**src/rtl/fetch_unit.sv**
```systemverilog
// Instruction fetch stage: drives the RAM read port, absorbs its one-cycle read
// latency in a 2-entry buffer, and hands {instr, instr_pc} to decode via valid/ready.
module fetch_unit #(
  parameter logic [15:0] RESET_PC = 16'h0000
) (
  input  logic        clk,
  input  logic        reset,
  output logic [15:0] mem_addr,
  output logic        mem_en,
  input  logic [15:0] mem_rdata,
  input  logic        redirect,
  input  logic [15:0] redirect_pc,
  output logic [15:0] instr,
  output logic [15:0] instr_pc,
  output logic        instr_valid,
  input  logic        instr_ready
);

  logic [15:0] fetch_pc_q, fetch_pc_d;
  logic        inflight_q, inflight_d;
  logic [15:0] inflight_pc_q, inflight_pc_d;
  logic [15:0] e0_pc_q, e0_pc_d, e0_word_q, e0_word_d;
  logic [15:0] e1_pc_q, e1_pc_d, e1_word_q, e1_word_d;
  logic [1:0]  count_q, count_d;

  logic       pop;
  logic       push;
  logic       issue;
  logic [2:0] occ;

  assign mem_addr    = fetch_pc_q;
  assign mem_en      = 1'b0;
  assign instr       = e0_word_q;
  assign instr_pc    = e0_pc_q;
  assign instr_valid = (count_q != 2'd0);

  always_comb begin
    pop   = instr_valid & instr_ready;
    // Credit: buffered + in-flight after this cycle's pop must leave room for one more.
    occ   = {1'b0, count_q} + {2'b00, inflight_q} - {2'b00, pop};
    issue = !reset && !redirect && (occ < 3'd2);
    push  = inflight_q && !redirect;

    fetch_pc_d    = fetch_pc_q;
    inflight_d    = inflight_q;
    inflight_pc_d = inflight_pc_q;
    e0_pc_d       = e0_pc_q;
    e0_word_d     = e0_word_q;
    e1_pc_d       = e1_pc_q;
    e1_word_d     = e1_word_q;
    count_d       = count_q;

    if (redirect) begin
      fetch_pc_d = redirect_pc;
      inflight_d = 1'b0;
      count_d    = 2'd0;
      e0_pc_d    = 16'h0000;
      e0_word_d  = 16'h0000;
      e1_pc_d    = 16'h0000;
      e1_word_d  = 16'h0000;
    end else begin
      inflight_d = issue;
      if (issue) begin
        inflight_pc_d = fetch_pc_q;
        fetch_pc_d    = fetch_pc_q + 16'd1;
      end
      // Slots beyond count are kept zero so the head reads 0 once drained.
      if (pop) begin
        e0_pc_d   = e1_pc_q;
        e0_word_d = e1_word_q;
        e1_pc_d   = 16'h0000;
        e1_word_d = 16'h0000;
        count_d   = count_q - 2'd1;
      end
      if (push) begin
        if (count_d == 2'd0) begin
          e0_pc_d   = inflight_pc_q;
          e0_word_d = mem_rdata;
        end else begin
          e1_pc_d   = inflight_pc_q;
          e1_word_d = mem_rdata;
        end
        count_d = count_d + 2'd1;
      end
    end
  end

  always_ff @(posedge clk) begin
    if (reset) begin
      fetch_pc_q    <= RESET_PC;
      inflight_q    <= 1'b0;
      inflight_pc_q <= 16'h0000;
      e0_pc_q       <= 16'h0000;
      e0_word_q     <= 16'h0000;
      e1_pc_q       <= 16'h0000;
      e1_word_q     <= 16'h0000;
      count_q       <= 2'd0;
    end else begin
      fetch_pc_q    <= fetch_pc_d;
      inflight_q    <= inflight_d;
      inflight_pc_q <= inflight_pc_d;
      e0_pc_q       <= e0_pc_d;
      e0_word_q     <= e0_word_d;
      e1_pc_q       <= e1_pc_d;
      e1_word_q     <= e1_word_d;
      count_q       <= count_d;
    end
  end

endmodule

```
**config.mk**
```make
export PLATFORM = sky130hd
export DESIGN_NAME = fetch_unit
export DESIGN_NICKNAME = d
export VERILOG_FILES = /design/src/rtl/fetch_unit.sv
export SDC_FILE = /design/constraint.sdc
export NUM_CORES = 1
export LEC_CHECK = 0
export BUFFER_PORTS_ARGS = -buffer_cell sky130_fd_sc_hd__buf_2
export CAP_MARGIN = 20
export CORE_MARGIN = 2
export CORE_UTILIZATION = 25
export DETAILED_ROUTE_END_ITERATION = 6
export PLACE_DENSITY = 0.42
export SYNTH_ARGS = -nofsm -noshare
export SYNTH_HDL_FRONTEND = slang
export SYNTH_SLANG_ARGS = --single-unit
```
**constraint.sdc**
```tcl
create_clock -name clk -period 10.1 [get_ports clk]
set_clock_uncertainty 0.2 [all_clocks]
set_input_delay 0.505 -clock clk [delete_from_list [all_inputs] [get_ports clk]]
set_output_delay 0.505 -clock clk [all_outputs]
set_load 0.02 [all_outputs]
```
==> results of run 1 <==
[state kept, by name, summed over array words and instances, names as in the netlist]
register       flops
instr             16
e1_word_q         16
instr_pc          16
e1_pc_q           16
inflight_q         1
mem_addr          16
count_q            2
inflight_pc_q     16
[power by group through the flow]
stage	combinational [mW]	sequential, mW	clock, mW
6_report	0.0965	0.418	0.327
5_1_grt	0.107	0.420	0.360
4_1_cts	0.0982	0.418	0.343
3_5_place_dp	0.0976	0.427	0
3_3_place_gp	0.0963	0.427	0
2_1_floorplan	0.0577	0.432	0
[logic make-up (layout without fill, tap and decap cells)]
kind of cell | count (synthesis) | count (layout) | synth area share
compound gates | 90 | 90 | 0.140
simple gates | 180 | 180 | 0.197
buf+inv | 46 | 108 | 0.0434
flops | 99 | 99 | 0.470
other cells | 1 | 1 | 0.000890
fa+ha+maj | 4 | 4 | 0.0137
xor+xnor | 9 | 9 | 0.0187
mux | 49 | 49 | 0.117
[synthesized netlist by cell type, types with 4 or more instances]
| cell type | instances | area (sq um) |
|---|---|---|
| clkbuf_1 | 32 | 120 |
| a211oi_1 | 39 | 293 |
| nand4_1 | 6 | 37.5 |
| a311oi_1 | 8 | 70.1 |
| a21oi_1 | 33 | 165 |
| nand2b_1 | 4 | 25.0 |
| nand3_1 | 40 | 200 |
| mux2i_1 | 48 | 480 |
| o21ai_0 | 7 | 35.0 |
| xor2_1 | 6 | 52.6 |
| buf_1 | 4 | 15.0 |
| or3_1 | 5 | 31.3 |
| dfxtp_1 | 99 | 1980 |
| inv_1 | 6 | 22.5 |
| nand2_1 | 42 | 158 |
| nor2_1 | 66 | 248 |
[layer usage]
layer  up-vias  GRT usage
li1       1807          -
met1      1626      0.170
met2        95      0.203
met3         9     0.0370
met4         0     0.0301
met5         -          0
[worst min-delay path, cell delays in order]
cell and delay, ps:
buf_2 110, nand2_1 50, a21oi_1 50
[area by class of cell]
type	instances	area share
Clock buffer	14	0.0541
Multi-Input combinational cell	333	0.407
Timing Repair Buffer	87	0.0874
Clock inverter	1	0.00148
Tap cell	220	0.0543
Inverter	6	0.00444
Sequential cell	99	0.391
[worst min path at each step]
stage,start,endpoint,slack (ps),cells past startpoint
floorplan,inflight_pc_q[0],e1_pc_q[0],240,2
global placement,e1_pc_q[14],e1_pc_q[14],250,2
detailed placement,e1_pc_q[12],e1_pc_q[12],260,2
CTS,mem_rdata[12],e1_word_q[12],190,3
global route,mem_rdata[3],e1_word_q[3],200,3
finish,mem_rdata[12],e1_word_q[12],210,3
[through the flow]
step | cells | util
final | 760 | 0.307
after global routing | 760 | 0.307
after CTS | 760 | 0.307
after detailed placement | 745 | 0.290
after global placement | 745 | 0.290
after floorplan | 478 | -
[cell usage in the layout (no fill, tap or decap), drive strengths merged]
cell type  instances
dfxtp             99
buf               87
nor2              66
mux2i             48
nand2             42
nand3             40
a211oi            39
a21oi             33
clkbuf            14
a311oi             8
o21ai              7
nand4              7
inv                6
xor2               6
or3                5
nand2b             4
xnor2              3
nor4               3
ha                 3
or2                2
and3               2
or4                2
and2               2
or4b               1
and4               1
o31ai              1
nand4bb            1
mux2               1
nor2b              1
nor3               1
a2111oi            1
a221oi             1
fa                 1
conb               1
clkinvlp           1
==> flow_summary.json, run 1 <==
{
  "vias": 3537,
  "fp.dieH_microns": 134,
  "setup_viol": 0,
  "cp_slowest_cell": "nand3_1",
  "postRouteAntennaNets": 0,
  "fmax_ghz": 0.227,
  "cts_tree": "built",
  "p_leak_nw": 2.20,
  "hpwl_microns": 7220,
  "grt_max_degree": 69,
  "p_int_uw": 624,
  "endpoint": "inflight_pc_q[10]",
  "cts_buffers": 9,
  "syn_avg_cell_area_sq_um": 8.81,
  "reg2reg_to": "inflight_pc_q[10]",
  "crit_type": "reg2reg",
  "pwr-share-comb": 0.115,
  "holdCritPathClass": "in2reg",
  "max-slew-margin-rel": 0.320,
  "worstPathArrival_ps": 4420,
  "hold_viol_final": 0,
  "register_area_sq_um": 1980,
  "initial_core_util": 0.255,
  "crit_start": "count_q[1]",
  "synthArstFlopShare": 0,
  "io_pins": 86,
  "place_congestion": 0.762,
  "fin_setup_tns_ps": 0,
  "rows": 47,
  "worst-path-buf-inv": 1,
  "first_pass_iters": 4,
  "timing.final.ws_setup_ps": 5690,
  "max_stage_delay_ps": 830,
  "wl_per_cell_microns": 14.6,
  "wl_met2_microns": 4910,
  "ctsResizeCount": 0,
  "syn_nets": 518,
  "antenna_found_initial": 0,
  "status": "completed",
  "startpoint_type": "register",
  "reg2reg_depth": 10,
  "viasPerCell": 4.65,
  "diodes": 0,
  "final_area_sq_um": 5070,
  "post_cts_buffers": 0,
  "endpoint_kind": "register",
  "period_minus_slack_ps": 4410,
  "power-per-cell-area_nw_per_um2": 166,
  "grt_overflow_total": 0,
  "netSwitchingFraction": 0.259,
  "rsz0062_at_grt": "no",
  "grt_pass1_vias": 3398,
  "wl_met3_microns": 519,
  "ys_seq_area_frac": 0.470,
  "cts.sinks": 99,
  "core_sq_um": 16500,
  "met1Wirelength_microns": 5520,
  "multi_input_area_sq_um": 2060,
  "syn-instance-count": 478,
  "drt_first_iter_violations": 172,
  "p_seq_frac": 0.497,
  "routed.top_layer": "met4",
  "final_max_slew_viol_count": 0,
  "peakVddDrop_uv": 80.7,
  "r2r-start": "count_q[1]",
  "cpMostUsedCell": "xnor2_1",
  "ys_warn_count": 0,
  "nFillCells": 1744,
  "ys_types": 37,
  "crit_cells": 10,
  "area_growth_pct": 20.3,
  "die_x_microns": 134,
  "fin_crit_sh": 0.437,
  "ys.flop_type": "dfxtp_1",
  "critical_path.max_fanout": 68,
  "clock_power_share": 0.389,
  "nNetsFinal": 576,
  "total_switching_power_uw": 218,
  "drcViolationCount": 0,
  "dp_slack_ps": 5570,
  "ys_seq_elements": 99,
  "grt_pass1_wl_microns": 18100,
  "track_usage": 0.127,
  "max_cap_viol_count": 0,
  "syn_area_sq_um": 4210,
  "worst_slew_pin_slew_ps": 1020,
  "synth_enable_flop_cells": 0,
  "p_total_uw": 842,
  "cts_root_buf": "clkbuf_16",
  "place_area_sq_um": 4790,
  "clock_latency_ps": 340,
  "portBuffers": 84,
  "clkSlewWorstSetupHoldPaths_ps": 60,
  "clk_path_buf_depth": 2,
  "holdWs_ps": 212,
  "path_delay_family": "simple AND/OR/NAND/NOR gates",
  "htreeDepth": 3,
  "routed_wl_microns": 11100,
  "drive_above_1_share": 0.200,
  "path_cells": "inv_1, ha_1, nand2b_4, xnor2_1, nand2b_1, fa_1, xnor2_1, nand3_1, mux2i_1, nor2_1",
  "die_area_sq_um": 17900,
  "rrSetupSlack_ps": 5690,
  "worstPathRequired_ps": 10100,
  "hold_buffers": 0
}
Power figures use the tool's default switching activity.
==> inputs of run 2 (changes only) <==
==> constraint.sdc (replaced) <==
create_clock -name clk -period 4.6 [get_ports clk]
set_clock_uncertainty 0.2 [all_clocks]
set_input_delay 0.23 -clock clk [delete_from_list [all_inputs] [get_ports clk]]
set_output_delay 0.23 -clock clk [all_outputs]
set_load 0.02 [all_outputs]
==> flow_summary.json, run 2 (synthesized netlist as in run 1, its figures left out) <==
{
  "cts_tree": "built",
  "endpoint_kind": "register",
  "hold_buffers": 28,
  "grt_pass1_wl_microns": 18800,
  "vias": 3683,
  "hold_viol_final": 0,
  "r2r-start": "count_q[1]",
  "postRouteAntennaNets": 0,
  "fin_setup_tns_ps": 0,
  "grt_pass1_vias": 3482,
  "p_total_mw": 1.99,
  "finalNonFillerCells": 791,
  "crit_start": "count_q[1]",
  "critical_path.max_fanout": 10,
  "initial_core_util": 0.255,
  "worstPathRequired_ps": 4660,
  "max_stage_delay_ps": 710,
  "nNetsFinal": 606,
  "clock_latency_ps": 350,
  "peakVddDrop_uv": 173,
  "area_growth_pct": 28.5,
  "worstPathArrival_ps": 3610,
  "startpoint_type": "register",
  "clk_path_buf_depth": 2,
  "fin_crit_sh": 0.773,
  "cp_slowest_cell": "fa_1",
  "diodes": 0,
  "die_x_microns": 134,
  "register_area_sq_um": 1980,
  "drt_first_iter_violations": 170,
  "track_usage": 0.134,
  "crit_type": "reg2reg",
  "drcViolationCount": 0,
  "rsz0062_at_grt": "no",
  "fp.dieH_microns": 134,
  "nFillCells": 1709,
  "hpwl_microns": 7340,
  "grt_max_degree": 67,
  "cts_buffers": 9,
  "max-slew-margin-rel": 0.388,
  "p_leak_nw": 2.35,
  "layout_commonest_cell": "dfxtp_1",
  "ctsResizeCount": 0,
  "hold_depth": 3,
  "final_max_slew_viol_count": 0,
  "fmax_ghz": 0.281,
  "final_cell_mix": "99 x dfxtp_1, 84 x buf_2, 65 x nor2_1, 48 x mux2i_1, 42 x nand2_1",
  "rows": 47,
  "die_area_sq_um": 17900,
  "multi_input_area_sq_um": 2060,
  "viasPerCell": 4.66,
  "setup_viol": 0,
  "status": "completed",
  "first_pass_iters": 5,
  "period_minus_slack_ps": 3560,
  "dp_slack_ps": 1030,
  "drive_above_1_share": 0.198,
  "wl_per_cell_microns": 14.5,
  "worst_slew_pin_slew_ps": 918,
  "worst-path-buf-inv": 1,
  "post_cts_buffers": 0,
  "worstHoldStart": "redirect_pc[13]",
  "clkSlewWorstSetupHoldPaths_ps": 70,
  "power-per-cell-area_nw_per_um2": 368,
  "timing.final.ws_setup_ps": 1040,
  "path_delay_family": "simple AND/OR/NAND/NOR gates",
  "antenna_found_initial": 0,
  "core_sq_um": 16500,
  "place_congestion": 0.816,
  "max_cap_viol_count": 0,
  "reg2reg_depth": 10,
  "path_cells": "inv_1, ha_1, nand2b_4, xnor2_1, nand2b_1, fa_1, nand4_2, or4b_4, or3_1, a311oi_1",
  "holdWs_ps": 27.2,
  "io_pins": 86,
  "routed_wl_microns": 11500,
  "cts_root_buf": "clkbuf_16",
  "crit_cells": 10,
  "htreeDepth": 3,
  "cts.sinks": 99,
  "dp_cells": 747,
  "grt_overflow_total": 0,
  "holdCritPathClass": "in2reg",
  "portBuffers": 84
}
## run 2: routing by layer
metal | wire length (microns) | vias to the layer above | global-route usage | part of all wire
met5 | 0 | - | 0 | 0
met4 | 38 | 0 | 0.0301 | 0.0033
met3 | 593 | 2 | 0.0416 | 0.052
met2 | 5220 | 97 | 0.217 | 0.45
met1 | 5640 | 1723 | 0.174 | 0.49
li1 | - | 1861 | - | -
## run 2: area by class of cell
type | instances | area share
Multi-Input combinational cell | 333 | 0.381
Sequential cell | 99 | 0.366
Timing Repair Buffer | 117 | 0.136
Tap cell | 220 | 0.0509
Clock buffer | 9 | 0.0416
Clock inverter | 7 | 0.0194
Inverter | 6 | 0.00416
## run 2: worst register-to-register path: stages (launching register included)
cell	delay, ps
dfxtp_1	450
inv_1	70
ha_1	190
nand2b_4	150
xnor2_1	150
nand2b_1	180
fa_1	710
nand4_2	190
or4b_4	560
or3_1	350
a311oi_1	260
## run 2: where the power goes
| part | leakage [nW] | switching (mW) | internal, mW |
|---|---|---|---|
| registers | 0.804 | 0.0330 | 0.884 |
| clock network | 0.159 | 0.358 | 0.486 |
| logic | 1.39 | 0.140 | 0.0923 |
## run 2: metrics by stage
stage                     cell area (sq um)  utilization
after floorplan                        4210            -
after global placement                 4800        0.291
after detailed placement               4800        0.291
after CTS                              5410        0.327
after global routing                   5410        0.327
final                                  5410        0.327
## run 2: final timing paths
check / to / slack [ps]
hold reg to reg: e1_word_q[0] / 270
setup / recovery: mem_addr[14] / 1040
setup reg to reg: mem_addr[14] / 1040
hold / removal: mem_addr[13] / 30
